===== src/rtl/ofdm_demap_pkg.sv =====
// Shared constants and types for the OFDM QPSK demapper.
// Optional pilot export is controlled by the macro OFDM_DEMAP_PILOT_OUT_EN.
package ofdm_demap_pkg;

    localparam int N_FFT         = 64;
    localparam int BYTES_PER_SYM = 12;

    // Pilot bins, named by their logical subcarrier position
    localparam logic [7:0] PILOT_M21 = 8'd43;
    localparam logic [7:0] PILOT_M7  = 8'd57;
    localparam logic [7:0] PILOT_P7  = 8'd7;
    localparam logic [7:0] PILOT_P21 = 8'd21;

    // Guard band of null bins between the positive and negative halves
    localparam logic [7:0] NULL_LO  = 8'd27;
    localparam logic [7:0] NULL_HI  = 8'd37;
    localparam logic [7:0] LAST_BIN = 8'(N_FFT - 1);

    typedef enum logic [1:0] {
        CLS_NULL,
        CLS_PILOT,
        CLS_DPOS,
        CLS_DNEG
    } bin_class_e;

    typedef enum logic {
        ST_IDLE,
        ST_COLLECT
    } demap_state_e;

endpackage


===== src/rtl/ofdm_qpsk_demap_classifier.sv =====
// Combinational bin classifier: maps an FFT bin index to its class,
// the pilot slot in logical order, and the data ordinal within its half.
module ofdm_bin_classifier
    import ofdm_demap_pkg::*;
(
    input  logic [7:0]  index_i,
    output bin_class_e  binClass_o,
    output logic [1:0]  pilotSel_o,
    output logic [4:0]  dataOrd_o
);

    // Decode the index; ordinals skip the pilots embedded in each half
    always_comb begin
        binClass_o = CLS_NULL;
        pilotSel_o = 2'd0;
        dataOrd_o  = 5'd0;
        if (index_i == PILOT_M21) begin
            binClass_o = CLS_PILOT;
            pilotSel_o = 2'd0;
        end else if (index_i == PILOT_M7) begin
            binClass_o = CLS_PILOT;
            pilotSel_o = 2'd1;
        end else if (index_i == PILOT_P7) begin
            binClass_o = CLS_PILOT;
            pilotSel_o = 2'd2;
        end else if (index_i == PILOT_P21) begin
            binClass_o = CLS_PILOT;
            pilotSel_o = 2'd3;
        end else if (index_i >= 8'd1 && index_i < NULL_LO) begin
            binClass_o = CLS_DPOS;
            if (index_i < PILOT_P7)
                dataOrd_o = 5'(index_i - 8'd1);
            else if (index_i < PILOT_P21)
                dataOrd_o = 5'(index_i - 8'd2);
            else
                dataOrd_o = 5'(index_i - 8'd3);
        end else if (index_i > NULL_HI && index_i <= LAST_BIN) begin
            binClass_o = CLS_DNEG;
            if (index_i < PILOT_M21)
                dataOrd_o = 5'(index_i - 8'd38);
            else if (index_i < PILOT_M7)
                dataOrd_o = 5'(index_i - 8'd39);
            else
                dataOrd_o = 5'(index_i - 8'd40);
        end
    end

endmodule


===== src/rtl/ofdm_qpsk_demap.sv =====
// QPSK hard-decision demapper behind the FFT. Negative-half bytes are sent
// as they complete; positive-half bits are collected and drained after bin 63.
// Define OFDM_DEMAP_PILOT_OUT_EN to export in-sequence pilot bins.
module ofdm_qpsk_demap
    import ofdm_demap_pkg::*;
(
    input  logic        clk_20m,
    input  logic        Rst_n_0,
    input  logic [7:0]  fft_dout_re,
    input  logic [7:0]  fft_dout_im,
    input  logic [7:0]  fft_dout_index,
    input  logic        fft_dout_vld,
    output logic [7:0]  dout,
    output logic        dout_vld,
    output logic        dout_sym_last,
    output logic [7:0]  sym_cnt,
    output logic        idx_err
`ifdef OFDM_DEMAP_PILOT_OUT_EN
    ,
    output logic [7:0]  pilot_re,
    output logic [7:0]  pilot_im,
    output logic [1:0]  pilot_sel,
    output logic        pilot_vld
`endif
);

    demap_state_e state_q, state_d;
    logic [5:0]   expIdx_q, expIdx_d;
    logic [47:0]  collect_q, collect_d;
    logic [47:0]  drain_q, drain_d;
    logic [2:0]   drainCnt_q, drainCnt_d;
    logic [5:0]   negAcc_q, negAcc_d;
    logic [7:0]   dout_q, dout_d;
    logic         doutVld_q, doutVld_d;
    logic         symLast_q, symLast_d;
    logic [7:0]   symCnt_q, symCnt_d;
    logic         idxErr_q, idxErr_d;

    logic         accept;
    logic         symEnd;
    bin_class_e   binClass;
    logic [1:0]   pilotSel;
    logic [4:0]   binOrd;
    logic [1:0]   pair;
    logic [5:0]   posBit;

    ofdm_bin_classifier u_classifier (
        .index_i    (fft_dout_index),
        .binClass_o (binClass),
        .pilotSel_o (pilotSel),
        .dataOrd_o  (binOrd)
    );

    // Sign-bit slicer: non-negative maps to 1
    assign pair   = {~fft_dout_re[7], ~fft_dout_im[7]};
    assign posBit = 6'd47 - {binOrd, 1'b0};

    // Index sequencing: accept in-order bins, flag and abort on a break
    always_comb begin
        state_d  = state_q;
        expIdx_d = expIdx_q;
        accept   = 1'b0;
        symEnd   = 1'b0;
        idxErr_d = 1'b0;
        if (fft_dout_vld) begin
            case (state_q)
                ST_IDLE: begin
                    if (fft_dout_index == 8'd0) begin
                        accept   = 1'b1;
                        state_d  = ST_COLLECT;
                        expIdx_d = 6'd1;
                    end
                end
                ST_COLLECT: begin
                    if (fft_dout_index == {2'b00, expIdx_q}) begin
                        accept = 1'b1;
                        if (expIdx_q == 6'd63) begin
                            symEnd  = 1'b1;
                            state_d = ST_IDLE;
                        end else begin
                            expIdx_d = expIdx_q + 6'd1;
                        end
                    end else begin
                        idxErr_d = 1'b1;
                        if (fft_dout_index == 8'd0) begin
                            accept   = 1'b1;
                            expIdx_d = 6'd1;
                        end else begin
                            state_d = ST_IDLE;
                        end
                    end
                end
                default: state_d = ST_IDLE;
            endcase
        end
    end

    // Datapath: pack data pairs, emit negative bytes, run the drain
    always_comb begin
        collect_d  = collect_q;
        drain_d    = drain_q;
        drainCnt_d = drainCnt_q;
        negAcc_d   = negAcc_q;
        dout_d     = dout_q;
        doutVld_d  = 1'b0;
        symLast_d  = 1'b0;
        symCnt_d   = symCnt_q;
        if (drainCnt_q != 3'd0) begin
            dout_d     = drain_q[47:40];
            doutVld_d  = 1'b1;
            drain_d    = {drain_q[39:0], 8'h00};
            drainCnt_d = drainCnt_q - 3'd1;
            if (drainCnt_q == 3'd1) begin
                symLast_d = 1'b1;
                symCnt_d  = symCnt_q + 8'd1;
            end
        end
        if (accept && binClass == CLS_DPOS)
            collect_d[posBit -: 2] = pair;
        if (accept && binClass == CLS_DNEG) begin
            negAcc_d = {negAcc_q[3:0], pair};
            if (binOrd[1:0] == 2'b11) begin
                dout_d    = {negAcc_q, pair};
                doutVld_d = 1'b1;
            end
        end
        if (symEnd) begin
            drain_d    = collect_q;
            drainCnt_d = 3'd6;
        end
    end

    // State and datapath registers
    always_ff @(posedge clk_20m or negedge Rst_n_0) begin
        if (!Rst_n_0) begin
            state_q    <= ST_IDLE;
            expIdx_q   <= 6'd0;
            collect_q  <= 48'd0;
            drain_q    <= 48'd0;
            drainCnt_q <= 3'd0;
            negAcc_q   <= 6'd0;
            dout_q     <= 8'd0;
            doutVld_q  <= 1'b0;
            symLast_q  <= 1'b0;
            symCnt_q   <= 8'd0;
            idxErr_q   <= 1'b0;
        end else begin
            state_q    <= state_d;
            expIdx_q   <= expIdx_d;
            collect_q  <= collect_d;
            drain_q    <= drain_d;
            drainCnt_q <= drainCnt_d;
            negAcc_q   <= negAcc_d;
            dout_q     <= dout_d;
            doutVld_q  <= doutVld_d;
            symLast_q  <= symLast_d;
            symCnt_q   <= symCnt_d;
            idxErr_q   <= idxErr_d;
        end
    end

    assign dout          = dout_q;
    assign dout_vld      = doutVld_q;
    assign dout_sym_last = symLast_q;
    assign sym_cnt       = symCnt_q;
    assign idx_err       = idxErr_q;

`ifdef OFDM_DEMAP_PILOT_OUT_EN
    logic [7:0] pilotRe_q, pilotIm_q;
    logic [1:0] pilotSel_q;
    logic       pilotVld_q;

    // Register in-sequence pilot bins with their logical slot
    always_ff @(posedge clk_20m or negedge Rst_n_0) begin
        if (!Rst_n_0) begin
            pilotRe_q  <= 8'd0;
            pilotIm_q  <= 8'd0;
            pilotSel_q <= 2'd0;
            pilotVld_q <= 1'b0;
        end else begin
            pilotVld_q <= accept && (binClass == CLS_PILOT);
            if (accept && binClass == CLS_PILOT) begin
                pilotRe_q  <= fft_dout_re;
                pilotIm_q  <= fft_dout_im;
                pilotSel_q <= pilotSel;
            end
        end
    end

    assign pilot_re  = pilotRe_q;
    assign pilot_im  = pilotIm_q;
    assign pilot_sel = pilotSel_q;
    assign pilot_vld = pilotVld_q;
`else
    logic unusedPilot;
    assign unusedPilot = ^{pilotSel, fft_dout_re[6:0], fft_dout_im[6:0]};
`endif

endmodule


===== config.mk =====
export PLATFORM = sky130hd
export DESIGN_NAME = ofdm_qpsk_demap
export DESIGN_NICKNAME = d
export VERILOG_FILES = /design/src/rtl/ofdm_demap_pkg.sv /design/src/rtl/ofdm_qpsk_demap_classifier.sv /design/src/rtl/ofdm_qpsk_demap.sv
export SDC_FILE = /design/constraint.sdc
export NUM_CORES = 1
export LEC_CHECK = 0
export BUFFER_PORTS_ARGS = -buffer_cell sky130_fd_sc_hd__buf_2
export CORE_UTILIZATION = 61
export DETAILED_ROUTE_END_ITERATION = 7
export PLACE_DENSITY_LB_ADDON = 0.3
export SYNTH_ARGS = -nofsm -noshare
export SYNTH_HDL_FRONTEND = slang
export SYNTH_SLANG_ARGS = --single-unit
export TNS_END_PERCENT = 30

===== constraint.sdc =====
create_clock -name clk_20m -period 3.3 [get_ports clk_20m]
set_input_delay 0.66 -clock clk_20m [delete_from_list [all_inputs] [get_ports clk_20m]]
set_output_delay 0.66 -clock clk_20m [all_outputs]
set_load 0.01 [all_outputs]

# After elaboration in Yosys (flattened, before gate mapping)
# Cells that the tools add are included.
dict set report classes {
  n_addsub 11
  magnitude_cmp 8
  n_eq_ne 11
  n_shift 2
  mux 47
  bitwise 3
  n_reduce_logical 9
}
# cell n
set op_table {}
lappend op_table {{48-bit two-way mux} 2}
lappend op_table {{5-bit two-way mux} 10}
lappend op_table {{2-bit by 8-bit variable shift with 49-bit output, first input constant} 1}
lappend op_table {{2-bit by 8-bit indexed part select with 49-bit output} 1}
lappend op_table {{48-bit bitwise mux} 1}
lappend op_table {{8-bit two-way mux} 3}
lappend op_table {{6-bit two-way mux} 3}
lappend op_table {{1-bit two-way mux} 17}
lappend op_table {{8-bit by 6-bit == test with 1-bit output, second input constant} 2}
lappend op_table {{8-bit by 5-bit < comparator with 1-bit output, second input constant} 2}
lappend op_table {{8-bit by 6-bit < comparator with 1-bit output, second input constant} 2}
lappend op_table {{2-bit two-way mux} 6}
lappend op_table {{6-bit one-hot mux with 2 select lines} 1}
lappend op_table {{5-bit by 2-bit subtractor with 5-bit output, second input constant} 2}
lappend op_table {{5-bit by 3-bit subtractor with 5-bit output, second input constant} 2}
lappend op_table {{8-bit by 1-bit adder with 8-bit output, second input constant} 1}
lappend op_table {{8-bit by 3-bit == test with 1-bit output, second input constant} 1}
lappend op_table {{8-bit by 5-bit == test with 1-bit output, second input constant} 1}
lappend op_table {{8-bit by 6-bit == test with 1-bit output} 1}
lappend op_table {{8-bit by 1-bit greater-or-equal comparator with 1-bit output, second input constant} 1}
lappend op_table {{8-bit by 6-bit greater-than comparator with 1-bit output, second input constant} 1}
lappend op_table {{8-bit by 6-bit <= comparator with 1-bit output, second input constant} 1}
lappend op_table {{8-bit zero test} 1}
lappend op_table {{8-bit by 3-bit < comparator with 1-bit output, second input constant} 1}
lappend op_table {{other kinds (17)} 27}
dict set report word_totals {
  reg_bits 131
  in_bits 27
  wordCells 102
}

# Longest topological paths before layout
# Gate-level depths: netlist (run 1).
dict set report logic_depth {
  depth_word 13
  mapped_depth 12
}

# Modules after synthesis
# From an unflattened synthesis (run 1), not the netlist that was laid out.
dict set report unflattened {
  cells_unflattened 744
  area_unflattened_um2 6794.0
}
# mod instances cells_each area_each_um2 seq_area_each_um2
set by_module_without_submodules {}
lappend by_module_without_submodules {ofdm_qpsk_demap 1 639 6002.0 3278.1}
lappend by_module_without_submodules {ofdm_bin_classifier 1 105 792.0 0.0}

# Least setup slack after synthesis (run 1)
# Ideal clock, no wire load.
dict set report synth_timing {
  path_type {input to register}
  from {input port fft_dout_index[1]}
  to {register collect_q[26]}
  setup_ns 0.125
  arrival_time_ns 3.351
  slack_ns -0.176
  stages 11
  path_buffers 1
  cell_sequence {clkbuf_1 -> inv_1 -> ha_1 -> or4b_4 -> o221a_4 -> a32oi_1 -> a2bb2oi_1 -> or3_1 -> or2_1 -> nor2_1 -> mux2_2}
}
dict set report synth_via {
  elab_chain_cells 13
}
# item line_no
set synth_rtl {}
lappend synth_rtl {{from (decl)} ofdm_qpsk_demap.sv:11} ;# input logic [7:0] fft_dout_index,
lappend synth_rtl {{8-bit by 6-bit < comparator with 1-bit output (tied with other cells)} ofdm_qpsk_demap_classifier.sv:41} ;# else if (index_i < PILOT_M7)
lappend synth_rtl {{5-bit two-way mux} ofdm_qpsk_demap_classifier.sv:41}
lappend synth_rtl {{5-bit two-way mux} ofdm_qpsk_demap_classifier.sv:39} ;# if (index_i < PILOT_M21)
lappend synth_rtl {{5-bit two-way mux} ofdm_qpsk_demap_classifier.sv:37} ;# end else if (index_i > NULL_HI && index_i <= LAST_BIN) begin
lappend synth_rtl {{5-bit two-way mux} ofdm_qpsk_demap_classifier.sv:29} ;# end else if (index_i >= 8'd1 && index_i < NULL_LO) begin
lappend synth_rtl {{5-bit two-way mux} ofdm_qpsk_demap_classifier.sv:26} ;# end else if (index_i == PILOT_P21) begin
lappend synth_rtl {{5-bit two-way mux} ofdm_qpsk_demap_classifier.sv:23} ;# end else if (index_i == PILOT_P7) begin
lappend synth_rtl {{5-bit two-way mux} ofdm_qpsk_demap_classifier.sv:20} ;# end else if (index_i == PILOT_M7) begin
lappend synth_rtl {{5-bit two-way mux} ofdm_qpsk_demap_classifier.sv:17} ;# if (index_i == PILOT_M21) begin
lappend synth_rtl {{6-bit subtractor} ofdm_qpsk_demap.sv:56} ;# assign posBit = 6'd47 - {binOrd, 1'b0};
lappend synth_rtl {{6-bit negation with 8-bit output} ofdm_qpsk_demap.sv:119} ;# collect_d[posBit -: 2] = pair;
lappend synth_rtl {{2-bit by 8-bit indexed part select with 49-bit output or 2-bit by 8-bit variable shift with 49-bit output (tied branches)} ofdm_qpsk_demap.sv:119}
lappend synth_rtl {{48-bit bitwise mux} ofdm_qpsk_demap.sv:119}
lappend synth_rtl {{to (signal assigned)} ofdm_qpsk_demap.sv:150} ;# collect_q <= collect_d;
lappend synth_rtl {{to (decl)} ofdm_qpsk_demap.sv:29} ;# logic [47:0] collect_q, collect_d;
# Parallel ways exist; a longest one is shown, timed or not.
# A chain may end at the register's enable or synchronous reset.

# Final worst setup path (run 1)
dict set report layout_timing {
  from {input port fft_dout_index[0]}
  to {register collect_q[15]}
}
# The elaborated chain is that of the path after synthesis.

==> reports/metrics.json, run 1 <==
{
  "outcome": {"value": "finished clean"},
  "drive_above_1_share": {"value": 27.4, "unit": "%"},
  "list_of_most_frequent_post_synthesis_cells": {"value": "dfrtp_1 (131), nand2_1 (88), o21ai_0 (69), mux2i_1 (52), mux2_2 (38)"},
  "min-delay-path-class": {"value": "in -> async"},
  "grt_max_degree": {"value": 87},
  "dp.cells": {"value": 845},
  "synth.yosys.seq_area_share": {"value": 49.1, "unit": "%"},
  "irDropWorstVdd": {"value": 467, "unit": "uV"},
  "clk_pin_slew_worst_paths": {"value": 60, "unit": "ps"},
  "grt_overflow_total": {"value": 0},
  "clock_sinks": {"value": 131},
  "grt_usage": {"value": 32.7, "unit": "%"},
  "startpoint_type": {"value": "input port"},
  "worst_path_largest_cell_delay": {"value": 540, "unit": "ps"},
  "synth_area": {"value": 6680, "unit": "sq um"},
  "worst-setup-path-type": {"value": "in -> reg"},
  "synth.most_common_cell": {"value": "dfrtp_1"},
  "layout.cells.non_filler": {"value": 876},
  "avgRoutedWirePerCell": {"value": 19.7, "unit": "um"},
  "yosysWarningCount": {"value": 0},
  "skew": {"value": 5.69, "unit": "ps"},
  "worst-endpoint-arrival": {"value": 3490, "unit": "ps"},
  "final_wtd_congestion": {"value": 0.903},
  "synth.largest_area_cell": {"value": "dfrtp_1"},
  "report.final.slew_viol_count": {"value": 0},
  "power": {"value": 3.87, "unit": "mW"},
  "wirelength": {"value": 17300, "unit": "um"},
  "io-pin-count": {"value": 46},
  "floorplan.die.height": {"value": 107, "unit": "um"},
  "final_hold_viol_count": {"value": 0},
  "drt_first_pass_iters": {"value": 5},
  "fin_nets": {"value": 767},
  "avgViaCountPerCell": {"value": 6.14},
  "worst_hold_margin": {"value": 18.6, "unit": "ps"},
  "worst_setup_path_end_kind": {"value": "register"},
  "start_util": {"value": 63.8, "unit": "%"},
  "synth_flop_cell": {"value": "dfrtp_1"},
  "period_needed": {"value": 3080, "unit": "ps"},
  "core.rowCount": {"value": 37},
  "path_cells": {"value": "buf_2 > inv_1 > ha_4 > or4b_4 > o221a_4 > a32oi_1 > or3b_1 > nor2_4 > nand3_2 > mux2_1"},
  "vias_in_the_first_global_route": {"value": 5634},
  "global_route_wire_length_before_repair": {"value": 28100, "unit": "um"},
  "max_cap_viol_count": {"value": 0},
  "tightestPinTransition": {"value": 832, "unit": "ps"},
  "synthArstFlopShare": {"value": 100, "unit": "%"},
  "place.detailed.hpwl": {"value": 11300, "unit": "um"},
  "numCtsBuffers": {"value": 17},
  "synth_cell_types": {"value": 70},
  "tritoncts": {"value": "yes"},
  "grt_antenna_before_repair": {"value": 0},
  "antenna-diode-count": {"value": 0},
  "die_x": {"value": 107, "unit": "um"},
  "ys_top_cells_by_area": {"value": "dfrtp_1 (49%), mux2i_1 (7.8%), mux2_2 (6.4%)"},
  "placement.cell_area": {"value": 7470, "unit": "sq um"},
  "layout-area-overhead-vs-synth": {"value": 21.5, "unit": "%"},
  "synth_enable_flop_cells": {"value": 0},
  "synth_fp_nets": {"value": 679},
  "synth.avg_cell_area": {"value": 10.4, "unit": "sq um"},
  "critPathRequiredTime": {"value": 3710, "unit": "ps"},
  "detail-route-antenna-nets": {"value": 0},
  "leakagePower": {"value": 3.75, "unit": "nW"},
  "num-fill-cells": {"value": 647},
  "multi_input_combinational_cell_area": {"value": 3220, "unit": "sq um"},
  "cts_root_buffer": {"value": "clkbuf_8"},
  "sequential_cell_area": {"value": 3280, "unit": "sq um"},
  "worstPathMaxFanout": {"value": 7},
  "core_area": {"value": 10500, "unit": "sq um"},
  "route.detailed.drc": {"value": 0},
  "grt_setup_unrepaired": {"value": "no"},
  "synth.ff_latch_count": {"value": 131},
  "synth_top_area_share": {"value": 49.1, "unit": "%"},
  "layout_worst_path_cycle_share": {"value": 93.5, "unit": "%"},
  "pwr_density_cell": {"value": 477, "unit": "nW/um^2"},
  "crit_buf_inv": {"value": 2},
  "dr_total_vias": {"value": 5382},
  "setup-violations-final": {"value": 0},
  "cts_post_setup_buffers_inserted": {"value": 0},
  "clk_latency": {"value": 530, "unit": "ps"},
  "critPathTopFamily": {"value": "simple AND/OR/NAND/NOR gates"},
  "fmax": {"value": 324, "unit": "MHz"},
  "detail_route.iter0.violations": {"value": 365},
  "gate_count_of_the_mapped_netlist": {"value": 640},
  "slowest_stage": {"value": "or3b_1"},
  "timing.slew.headroom": {"value": 44.4, "unit": "%"},
  "cts_buffer_depth": {"value": 2},
  "finish.instance_area": {"value": 8120, "unit": "sq um"},
  "io_buffer_count": {"value": 31},
  "h-tree-depth": {"value": 4},
  "fp.dieArea": {"value": 11400, "unit": "sq um"}
}
-- cell usage in the layout (no fill, tap or decap), types with 4 or more instances in the layout --
master / count
dfrtp_1: 131
nand2_1: 88
buf_4: 72
o21ai_0: 69
mux2i_1: 52
mux2_2: 38
buf_2: 30
nor2_1: 24
inv_1: 17
clkbuf_16: 16
a21oi_1: 11
ha_1: 11
xnor2_1: 9
nand3_1: 9
nor3_1: 8
and3_1: 7
mux2_1: 7
xor2_1: 6
a31oi_1: 6
clkbuf_8: 6
nor3b_1: 5
o21ai_1: 5
a211oi_1: 5
or2_1: 5
nand4_1: 5
or2_2: 4
o31ai_1: 4
or3_1: 4
bufinv_16: 4
-- layout make-up --
cell class | count | share of cell area (%)
clock buffer | 23 | 6.00
clock inverter | 8 | 1.82
inverter | 18 | 0.832
multi-input combinational | 455 | 39.6
sequential | 131 | 40.4
tap | 136 | 2.10
timing repair buffer | 105 | 9.25
-- repair_timing --
item / in CTS / in global routing
resized for setup: 0 / 1
setup endpoints to repair: 0 / 2
hold buffers: 0 / 0
-- worst reg2reg max path, stage by stage, from the launching register on --
cell and delay [ps]:
dfrtp_1 460, xor2_1 190, nor4_1 330, and4_1 260
o2111ai_1 160, or3_1 370, or2_1 260, or2_1 270
mux2_1 350
-- worst paths after layout --
| path | start | to | slack (ps) | cells past startpoint |
|---|---|---|---|---|
| max | fft_dout_index[0] | collect_q[15] | 220 | 10 |
| max reg2reg | expIdx_q[4] | collect_q[5] | 510 | 8 |
| min reg2reg | sym_cnt[7] | sym_cnt[7] | 470 | 1 |
| min in group clk_20m | sym_cnt[7] | sym_cnt[7] | 470 | 1 |
| min | Rst_n_0 | dout_sym_last | 20 | 1 |
| max in group asynchronous | Rst_n_0 | drain_q[6] | 2550 | 2 |
-- cell families after synthesis --
group,Yosys count,synth area share (%)
simple gates,193,14.8
compound gates,137,13.1
flops,131,49.1
mux,97,15.4
buf+inv,54,3.32
xor+xnor,15,1.97
fa+ha+maj,13,2.40
-- per-layer routing --
| metal | up-vias | track usage, % | routed length (um) |
|---|---|---|---|
| met1 | 2658 | 39.1 | 6920 |
| met4 | 0 | 18.3 | 679 |
| met2 | 199 | 55.3 | 8840 |
| li1 | 2461 | - | - |
| met3 | 64 | 6.63 | 827 |
| met5 | - | 0 | 0 |
-- where the power goes --
group / total, mW / switching (mW) / internal (mW)
clock: 2.01 / 0.688 / 1.32
sequential: 1.61 / 0.00221 / 1.61
combinational: 0.246 / 0.151 / 0.0945
total: 3.87 / 0.842 / 3.03
-- flip-flops by register name (all words and copies together) (netlist names) --
signal and count:
drainCnt_q 3, dout_sym_last 1, drain_q 48, idx_err 1, state_q 1, dout 8, collect_q 48, sym_cnt 8
dout_vld 1, expIdx_q 6, negAcc_q 6
-- metrics by stage --
step                      util (%)  TNS (ps)  setup WS (ps)
after global placement        71.4     -8140           -272
after floorplan                  -         0           5.12
after CTS                     77.5         0            127
after detailed placement      71.4    -10500           -320
final                         77.6         0            215
after global routing          77.6         0           37.2
Note: power is estimated with default switching activity, not from simulation.
==> inputs of run 2 (changes only) <==
--- a/config.mk
+++ b/config.mk
@@ -5,9 +5,9 @@
 export SDC_FILE = /design/constraint.sdc
 export NUM_CORES = 1
 export LEC_CHECK = 0
-export BUFFER_PORTS_ARGS = -buffer_cell sky130_fd_sc_hd__buf_2
-export CORE_UTILIZATION = 61
+export CORE_UTILIZATION = 64
 export DETAILED_ROUTE_END_ITERATION = 7
+export DONT_BUFFER_PORTS = 1
 export PLACE_DENSITY_LB_ADDON = 0.3
 export SYNTH_ARGS = -nofsm -noshare
 export SYNTH_HDL_FRONTEND = slang
==> reports/metrics.json, run 2 (same netlist as run 1, synthesis figures left out) <==
{
  "outcome": {"value": "finished with violations"},
  "violations": {"value": "hold timing"},
  "drive_above_1_share": {"value": 20.6, "unit": "%", "change": "-6.9 points"},
  "h-tree-depth": {"value": 4, "change": "unchanged"},
  "period_needed": {"value": 2870, "unit": "ps", "change": "-212 ps"},
  "grt_setup_unrepaired": {"value": "no"},
  "cts_buffer_depth": {"value": 2, "change": "unchanged"},
  "core.rowCount": {"value": 36, "change": "-2.7%"},
  "largest_registers": {"value": "collect_q (48), drain_q (48)"},
  "post_layout_worst_setup_margin": {"value": 427, "unit": "ps", "change": "+212 ps"},
  "die_x": {"value": 104, "unit": "um", "change": "-2.3%"},
  "layout-area-overhead-vs-synth": {"value": 14.4, "unit": "%"},
  "global_route_wire_length_before_repair": {"value": 26300, "unit": "um", "change": "-6.6%"},
  "core_area": {"value": 9950, "unit": "sq um", "change": "-4.9%"},
  "place.detailed.hpwl": {"value": 9910, "unit": "um", "change": "-12%"},
  "clock_sinks": {"value": 131, "change": "unchanged"},
  "top_layer_used": {"value": "met4"},
  "start_util": {"value": 67.1, "unit": "%", "change": "+3.3 points"},
  "critPathRequiredTime": {"value": 3710, "unit": "ps", "change": "about the same"},
  "clk_latency": {"value": 530, "unit": "ps", "change": "about the same"},
  "irDropWorstVdd": {"value": 409, "unit": "uV", "change": "-12%"},
  "grt_antenna_before_repair": {"value": 0, "change": "unchanged"},
  "fmax": {"value": 348, "unit": "MHz", "change": "+7.4%"},
  "io_buffer_count": {"value": 0, "change": "-100%"},
  "final_util": {"value": 76.8, "unit": "%", "change": "-0.82 points"},
  "antenna-diode-count": {"value": 0, "change": "unchanged"},
  "setup-violations-final": {"value": 0, "change": "unchanged"},
  "avgViaCountPerCell": {"value": 6.37, "change": "+3.6%"},
  "timing.setup.tns": {"value": 0, "unit": "ps", "change": "unchanged"},
  "routed-wl-met2": {"value": 7760, "unit": "um", "change": "-12%"},
  "fin_nets": {"value": 702, "change": "-8.5%"},
  "placement.cell_area": {"value": 7030, "unit": "sq um", "change": "-5.9%"},
  "wirelength": {"value": 16000, "unit": "um", "change": "-7.1%"},
  "io-pin-count": {"value": 46, "change": "unchanged"},
  "met3_length": {"value": 949, "unit": "um", "change": "+15%"},
  "worstPathMaxFanout": {"value": 8, "change": "+1"},
  "slowest_stage": {"value": "or4b_4"},
  "tightestPinTransition": {"value": 847, "unit": "ps", "change": "+14.4 ps"},
  "clk_pin_slew_worst_paths": {"value": 60, "unit": "ps", "change": "about the same"},
  "wl_met1": {"value": 6950, "unit": "um", "change": "+0.45%"},
  "drt_first_pass_iters": {"value": 5, "change": "unchanged"},
  "worst-endpoint-arrival": {"value": 3290, "unit": "ps", "change": "-200 ps"},
  "reg2reg_setup_slack": {"value": 530, "unit": "ps", "change": "+20 ps"},
  "skew": {"value": 7.17, "unit": "ps", "change": "+1.49 ps"},
  "grt_max_degree": {"value": 132, "change": "+52%"},
  "worst_setup_path_end_kind": {"value": "register"},
  "layout_common_cells": {"value": "dfrtp_1 (131), nand2_1 (88), o21ai_0 (69), mux2i_1 (52), buf_4 (39)"},
  "grt_overflow_total": {"value": 0, "change": "unchanged"},
  "layout_worst_path_cycle_share": {"value": 87.1, "unit": "%", "change": "-6.4 points"},
  "pwr_density_cell": {"value": 481, "unit": "nW/um^2", "change": "+1.0%"},
  "min-delay-path-class": {"value": "in -> async"},
  "startpoint_type": {"value": "input port"},
  "fp.dieArea": {"value": 10800, "unit": "sq um", "change": "-4.6%"},
  "numCtsBuffers": {"value": 17, "change": "unchanged"},
  "floorplan.die.height": {"value": 104, "unit": "um", "change": "-2.3%"},
  "layout_commonest_cell": {"value": "dfrtp_1"},
  "finish.instance_area": {"value": 7640, "unit": "sq um", "change": "-5.9%"},
  "detail_route.iter0.violations": {"value": 509, "change": "+39%"},
  "grt_usage": {"value": 31.1, "unit": "%", "change": "-1.6 points"},
  "crit_buf_inv": {"value": 1, "change": "-1"},
  "tritoncts": {"value": "yes"},
  "worst-setup-path-type": {"value": "in -> reg"},
  "final_hold_viol_count": {"value": 131, "change": "+131"},
  "worst_hold_margin": {"value": -177, "unit": "ps", "change": "-196 ps"},
  "timing.slew.headroom": {"value": 43.2, "unit": "%", "change": "-1.2 points"},
  "report.final.slew_viol_count": {"value": 0, "change": "unchanged"},
  "route.detailed.drc": {"value": 0, "change": "unchanged"},
  "dr_total_vias": {"value": 5150, "change": "-4.3%"},
  "critPathTopFamily": {"value": "simple AND/OR/NAND/NOR gates"},
  "dp_worst_setup_slack": {"value": -43.8, "unit": "ps", "change": "+276 ps"},
  "cts_root_buffer": {"value": "clkbuf_8"},
  "max_cap_viol_count": {"value": 0, "change": "unchanged"},
  "worst_path_largest_cell_delay": {"value": 480, "unit": "ps", "change": "-60 ps"},
  "detail-route-antenna-nets": {"value": 0, "change": "unchanged"},
  "vias_in_the_first_global_route": {"value": 5117, "change": "-9.2%"},
  "final_wtd_congestion": {"value": 0.870, "change": "-3.6%"},
  "leakagePower": {"value": 3.42, "unit": "nW", "change": "-9.0%"},
  "path_cells": {"value": "inv_1 > ha_4 > or4b_4 > o221a_4 > o21a_1 > a221oi_2 > nor3_1 > or2_1 > nor2_1 > mux2_2"},
  "avgRoutedWirePerCell": {"value": 19.8, "unit": "um", "change": "+0.57%"}
}
==> run 2: worst register-to-register path: stages (launching register included) <==
cell and delay (ps):
dfrtp_1 450, xor2_1 190, nor4_1 300, and4_1 270
buf_4 190, o21ai_0 200, nor2_1 220, nand3b_1 180
nor2_1 290, mux2_2 380
==> run 2: report_power, final <==
part / internal, mW / switching, mW / leakage, nW
registers: 1.61 / 0.00234 / 1.79
clock network: 1.21 / 0.704 / 0.289
logic: 0.0652 / 0.0894 / 1.33
total: 2.88 / 0.796 / 3.42
==> run 2: metal layers <==
layer  vias up  global-route usage, %
li1       2339                      -
met1      2567                   40.4
met2       204                   50.5
met3        40                   7.58
met4         0                   12.3
met5         -                      0
==> run 2: through the flow <==
stage,power (mW),instances
6_report,3.68,809
5_1_grt,3.78,809
4_1_cts,3.68,809
3_5_place_dp,1.79,777
3_3_place_gp,1.79,777
2_1_floorplan,1.75,640
==> run 2: cell type report <==
cell class	count	area, sq um
repair buffers	40	313
well taps	133	166
clock buffers	20	455
inverters	18	67.6
clock inverters	12	153
fillers	609	2310
flip-flops and latches	131	3280
multi-input cells	455	3210
==> run 2: worst paths after layout <==
path,from,to,cells after the start
max in group asynchronous,Rst_n_0,collect_q[18],0
min,Rst_n_0,sym_cnt[5],0
min reg2reg,collect_q[33],drain_q[33],2
max reg2reg,expIdx_q[4],collect_q[41],9
min in group clk_20m,fft_dout_vld,expIdx_q[5],1
max,fft_dout_index[0],collect_q[41],10
==> run 2: repair_timing <==
| action | CTS | global route |
|---|---|---|
| hold endpoints to repair | 131 | 131 |
| resized for setup | 0 | 0 |
| setup buffers | 0 | 0 |
